### src/rtl/mem_port_arbiter.sv
// mem_port_arbiter: round-robin core/debug arbiter for a fixed-latency single-ported memory; `MEM_PORT_ARBITER_DBG_HALT_EN adds dbg_halt
module mem_port_arbiter #(
    parameter int ADDR_W  = 16,
    parameter int DATA_W  = 16,
    parameter int MEM_LAT = 2
) (
    input  logic              CLK,
    input  logic              Reset,
`ifdef MEM_PORT_ARBITER_DBG_HALT_EN
    input  logic              dbg_halt,
`endif
    input  logic              cpu_req,
    input  logic              cpu_we,
    input  logic [ADDR_W-1:0] cpu_addr,
    input  logic [DATA_W-1:0] cpu_wdata,
    output logic [DATA_W-1:0] cpu_rdata,
    output logic              cpu_ready,
    input  logic              dbg_req,
    input  logic              dbg_we,
    input  logic [ADDR_W-1:0] dbg_addr,
    input  logic [DATA_W-1:0] dbg_wdata,
    output logic [DATA_W-1:0] dbg_rdata,
    output logic              dbg_ready,
    output logic              mem_en,
    output logic              mem_we,
    output logic [ADDR_W-1:0] mem_addr,
    output logic [DATA_W-1:0] mem_wdata,
    input  logic [DATA_W-1:0] mem_rdata
);
    localparam int CNT_W = (MEM_LAT > 1) ? $clog2(MEM_LAT) : 1;

    typedef enum logic [1:0] {IDLE, ACCESS, RESP} stateT;

    stateT             state, stateNext;
    logic              owner, ownerNext;
    logic              lastGrant, lastGrantNext;
    logic              isWrite, isWriteNext;
    logic [CNT_W-1:0]  cnt, cntNext;
    logic              memEnNext, memWeNext, cpuReadyNext, dbgReadyNext;
    logic [ADDR_W-1:0] addrNext;
    logic [DATA_W-1:0] wdataNext, cpuRdataNext, dbgRdataNext;
    logic              halt, grantCpu, grantDbg;

`ifdef MEM_PORT_ARBITER_DBG_HALT_EN
    assign halt = dbg_halt;
`else
    assign halt = 1'b0;
`endif

    // owner/lastGrant encoding: 0 = core, 1 = debug
    assign grantDbg = dbg_req && (halt || !cpu_req || !lastGrant);
    assign grantCpu = cpu_req && !halt && !grantDbg;

    always_comb begin
        stateNext     = state;
        ownerNext     = owner;
        lastGrantNext = lastGrant;
        isWriteNext   = isWrite;
        cntNext       = cnt;
        memEnNext     = 1'b0;
        memWeNext     = 1'b0;
        cpuReadyNext  = 1'b0;
        dbgReadyNext  = 1'b0;
        addrNext      = mem_addr;
        wdataNext     = mem_wdata;
        cpuRdataNext  = cpu_rdata;
        dbgRdataNext  = dbg_rdata;
        unique case (state)
            IDLE: begin
                if (grantCpu || grantDbg) begin
                    stateNext     = ACCESS;
                    ownerNext     = grantDbg;
                    isWriteNext   = grantDbg ? dbg_we : cpu_we;
                    addrNext      = grantDbg ? dbg_addr : cpu_addr;
                    wdataNext     = grantDbg ? dbg_wdata : cpu_wdata;
                    lastGrantNext = halt ? lastGrant : grantDbg;
                    memEnNext     = 1'b1;
                    memWeNext     = grantDbg ? dbg_we : cpu_we;
                    cntNext       = CNT_W'(MEM_LAT - 1);
                end
            end
            ACCESS: begin
                if (isWrite || cnt == '0) begin
                    stateNext    = RESP;
                    cpuReadyNext = !owner;
                    dbgReadyNext = owner;
                    cpuRdataNext = (!isWrite && !owner) ? mem_rdata : cpu_rdata;
                    dbgRdataNext = (!isWrite && owner) ? mem_rdata : dbg_rdata;
                end else begin
                    cntNext = cnt - CNT_W'(1);
                end
            end
            RESP: stateNext = IDLE;
            default: stateNext = IDLE;
        endcase
    end

    always_ff @(posedge CLK) begin
        if (Reset) begin
            state     <= IDLE;
            owner     <= 1'b0;
            lastGrant <= 1'b1;
            isWrite   <= 1'b0;
            cnt       <= '0;
            mem_en    <= 1'b0;
            mem_we    <= 1'b0;
            cpu_ready <= 1'b0;
            dbg_ready <= 1'b0;
            mem_addr  <= '0;
            mem_wdata <= '0;
            cpu_rdata <= '0;
            dbg_rdata <= '0;
        end else begin
            state     <= stateNext;
            owner     <= ownerNext;
            lastGrant <= lastGrantNext;
            isWrite   <= isWriteNext;
            cnt       <= cntNext;
            mem_en    <= memEnNext;
            mem_we    <= memWeNext;
            cpu_ready <= cpuReadyNext;
            dbg_ready <= dbgReadyNext;
            mem_addr  <= addrNext;
            mem_wdata <= wdataNext;
            cpu_rdata <= cpuRdataNext;
            dbg_rdata <= dbgRdataNext;
        end
    end
endmodule

### config.mk
export PLATFORM = sky130hd
export DESIGN_NAME = mem_port_arbiter
export DESIGN_NICKNAME = d
export VERILOG_FILES = /design/src/rtl/mem_port_arbiter.sv
export SDC_FILE = /design/constraint.sdc
export NUM_CORES = 1
export LEC_CHECK = 0
export ABC_AREA = 1
export BUFFER_PORTS_ARGS = -buffer_cell sky130_fd_sc_hd__buf_2
export CAP_MARGIN = 5
export CELL_PAD_IN_SITES_DETAIL_PLACEMENT = 1
export CELL_PAD_IN_SITES_GLOBAL_PLACEMENT = 1
export CORE_AREA = 2 2 110 112
export DETAILED_ROUTE_END_ITERATION = 16
export DIE_AREA = 0 0 112 114
export PLACE_DENSITY = 0.77
export REMOVE_ABC_BUFFERS = 1
export SLEW_MARGIN = 20
export SYNTH_ARGS = -nofsm -noshare
export SYNTH_HDL_FRONTEND = slang
export SYNTH_SLANG_ARGS = --single-unit
### constraint.sdc
create_clock -name CLK -period 1.5 [get_ports CLK]
set_clock_uncertainty 0.15 [all_clocks]
set_input_delay 0.3 -clock CLK [delete_from_list [all_inputs] [get_ports CLK]]
set_output_delay 0.3 -clock CLK [all_outputs]
set_load 0.05 [all_outputs]
==> PnR_summary.wiki <==
{| class="wikitable"
! Metric !! Value
|-
| Critical Path Source || dbg_rdata[12]$_SDFFE_PP0P_
|-
| Number of enable flip-flop cells after synthesis || 0
|-
| Depth of the CTS H-tree || 3
|-
| Port-buffer cells || 153
|-
| Portion of synthesized cell area occupied by the leading cell type || 41.2%
|-
| Switching Fraction || 38.4%
|-
| Buffer levels on the longest clock path || 2
|-
| Kind of cell with the highest combined delay on the critical path || flip-flops
|-
| Category of the worst setup path capture point || primary output
|-
| Hold Violations, Final || 0
|-
| Total global routing overflow || 0
|-
| Max cap viols || 0
|-
| Cell leakage power || 0.00274 uW
|-
| Top cells by area in the synthesized netlist || dfxtp_1, nor2_1, inv_1
|-
| Count of mapped cells out of synthesis || 562
|-
| Biggest cell delay along the critical path || 0.35 ns
|-
| Min-delay worst type || input pin to register
|-
| Area growth syn-to-layout || 36.4%
|-
| Storage element area || 1480 sq um
|-
| Most common cell in the synthesized netlist || nor2_1
|-
| Layout fillers || 1580
|-
| Setup-failing EPs final || 0
|-
| Starting utilization of the core area || 30.7%
|-
| Clock latency of the later-clocked register in the worst-skew pair || 0.34 ns
|-
| Wire length of the first global-routing pass || 18900 microns
|-
| Ranking of synthesized cells by instance count || nor2_1, inv_1, nand2_1, dfxtp_1, nand3_1
|-
| Die area || 12800 sq um
|-
| Crit path buffers/inverters || 1
|-
| Number of cells on the critical path || 1
|-
| Setup CP Type || register to primary output
|-
| Final TNS setup || 0 ns
|-
| Min-Delay Startpoint || Reset
|-
| CTS tree || yes
|-
| Number of cells on the worst hold path || 2
|-
| Ratio of total power to cell area || 1400 nW/um^2
|-
| Critical Path Start Type || register
|-
| Number of cell instances on the worst register-to-register path || 6
|-
| ANT nets after route || 0
|-
| Clock slew at the register clock pins of the worst setup and hold paths || 0.06 ns
|-
| Detailed-placement wirelength estimate || 8250 microns
|-
| Relative contribution of the clock network to total power || 32.4%
|-
| DRC violation count after routing || 0
|-
| Via density || 4.59
|-
| Via count of the first global-routing pass || 4065
|-
| IR drop worst, VDD || 0.459 mV
|-
| Sequential cell fraction of total power || 34.2%
|-
| Clock period minus final worst setup slack || 1.41 ns
|-
| CTS Buf Count || 9
|-
| Library cells used by synthesis || 21
|-
| Total via count in the routed design || 3957
|-
| Cell type with the highest aggregate area in the netlist || dfxtp_1
|-
| Placement-stage cell area || 4520 sq um
|-
| Reg-to-reg endpoint || dbg_rdata[13]$_SDFFE_PP0P_
|-
| Sequential element share of the synthesized area || 41.2%
|-
| Core occupancy in the finished layout || 41.9%
|-
| Min setup slack post-route || 0.0854 ns
|-
| Crit path arrival time || 0.96 ns
|-
| Initial antenna violation count || 0
|-
| Count of hold-fix buffers inserted at cts || 0
|-
| Placer's final routability congestion estimate || 0.776
|-
| Run status || completed
|-
| Critical-path maximum fanout || 2
|-
| Syn. warnings || 0
|-
| # diodes || 0
|-
| Comb pwr share || 33.3%
|-
| Maximum number of pins on one net before global-route repair || 39
|-
| Required arrival time at the worst endpoint || 1.05 ns
|-
| Top flip-flop cell by instance count after synthesis || dfxtp_1
|-
| Chain of cells forming the critical path || buf_2
|-
| Multi-input gate area in the final layout || 1570 sq um
|-
| Die width || 112 microns
|-
| Average instance area after synthesis || 6.40 sq um
|-
| Detailed router's first-iteration violation count || 151
|-
| Setup repair after global routing missed its margin || yes
|-
| Internal Power || 4220 uW
|-
| Reg2reg start || isWrite$_SDFFE_PP0P_
|-
| Core ar. || 11700 sq um
|-
| Detailed Routing Iterations Pass 1 || 4
|-
| F_max || 0.707 GHz
|-
| Share of final-layout standard cells stronger than drive strength 1 || 29.4%
|-
| GRT Util Overall || 18.2%
|-
| Row count || 40
|-
| Netlist area before placement || 3600 sq um
|-
| Post-synth ARST share || 0%
|-
| Final Net Count || 796
|-
| Boundary Pins || 154
|-
| Wire length per cell after detailed routing || 13.6 microns
|-
| Cell area after layout || 4910 sq um
|-
| Worst-path cell with the longest stage delay || dfxtp_1
|-
| Clock Tree Root || clkbuf_16
|-
| Total count of max-transition violations in the final report || 0
|-
| Routed wire length || 11700 microns
|-
| Headroom to the max-slew limit || 75.6%
|-
| Transition time at the pin with the least slew margin || 0.366 ns
|-
| DIE HEIGHT || 114 microns
|-
| Sink count of the clock tree || 74
|-
| Net load switching power || 2640 uW
|-
| Dpl ws || 0.0375 ns
|-
| Worst setup path end || dbg_rdata[12]
|-
| Worst setup slack for register-to-register paths || 0.09 ns
|-
| Flip-flop and latch count after synthesis || 74
|-
| Share of the clock period used by the worst path || 94.3%
|}
## worst min-delay path by stage
stage                     slack, ns                      to
after global placement         0.31  lastGrant$_SDFFE_PP1P_
after floorplan                0.22      owner$_SDFFE_PP0P_
after detailed placement       0.32  lastGrant$_SDFFE_PP1P_
after CTS                      0.05      owner$_SDFFE_PP0P_
final                          0.07      owner$_SDFFE_PP0P_
after global routing           0.08    cpu_ready$_SDFF_PP0_
## cells by family (layout without fill, tap and decap cells)
| family | count (synthesis) | in the layout | share of synthesized area (%) |
|---|---|---|---|
| simple gates | 315 | 317 | 37.7 |
| buf+inv | 138 | 289 | 16.3 |
| flops | 74 | 74 | 41.2 |
| compound gates | 35 | 35 | 4.87 |
## registers in the layout (all words and copies together), names as in the netlist
name and cells:
mem_en 1, owner 1, mem_we 1, cpu_ready 1
cnt 1, lastGrant 1, dbg_rdata 16, mem_addr 16
state 2, cpu_rdata 16, dbg_ready 1, isWrite 1
mem_wdata 16
## routing by layer
metal  vias up  GRT usage (%)  wire length [microns]
met1      1848           21.2                   5030
met4         0           6.91                    161
met3        11           6.32                    995
met5         -              0                      0
met2       128           31.0                   5530
li1       1970              -                      -
## timing repair
action	4_1_cts	5_1_grt
endpoints found under the setup margin	0	25
buffers inserted	0	2
resized for setup	0	6
hold endpoints to repair	0	0
## through the flow
step / hold slack (ns) / cells / total power (uW)
floorplan: 0.219 / 530 / 3890
finish: 0.0700 / 862 / 6860
CTS: 0.0550 / 858 / 6850
global placement: 0.313 / 842 / 4530
global route: 0.0808 / 862 / 7240
detailed placement: 0.319 / 842 / 4600
## cells in the final DEF, fill, tap and decap left out, types with 4 or more instances in the layout
cell type / netlist / final
nor2_4: 3 / 4
nand2_2: 10 / 10
nand4_1: 16 / 16
o21ai_0: 31 / 31
nand3_4: 2 / 4
dfxtp_1: 74 / 73
buf_4: 4 / 6
nand3_1: 36 / 36
nand2_1: 98 / 98
inv_2: 7 / 7
buf_12: 0 / 7
nor2_1: 146 / 145
inv_1: 99 / 99
clkbuf_16: 0 / 9
buf_2: 12 / 153
## power groups by stage
stage / clock [uW] / sequential (uW) / combinational, uW
2_1_floorplan: 0 / 3160 / 732
3_3_place_gp: 0 / 2370 / 2160
3_5_place_dp: 0 / 2390 / 2220
4_1_cts: 2270 / 2350 / 2230
5_1_grt: 2370 / 2380 / 2500
6_report: 2220 / 2350 / 2290
## area by class of cell
cell class | instances | share of cell area (%)
multi-input cells | 352 | 32.1
well taps | 147 | 3.75
repair buffers | 167 | 19.6
clock buffers | 12 | 5.23
clock inverters | 4 | 1.02
inverters | 106 | 8.11
flip-flops and latches | 74 | 30.2
Power figures use the tool's default switching activity.
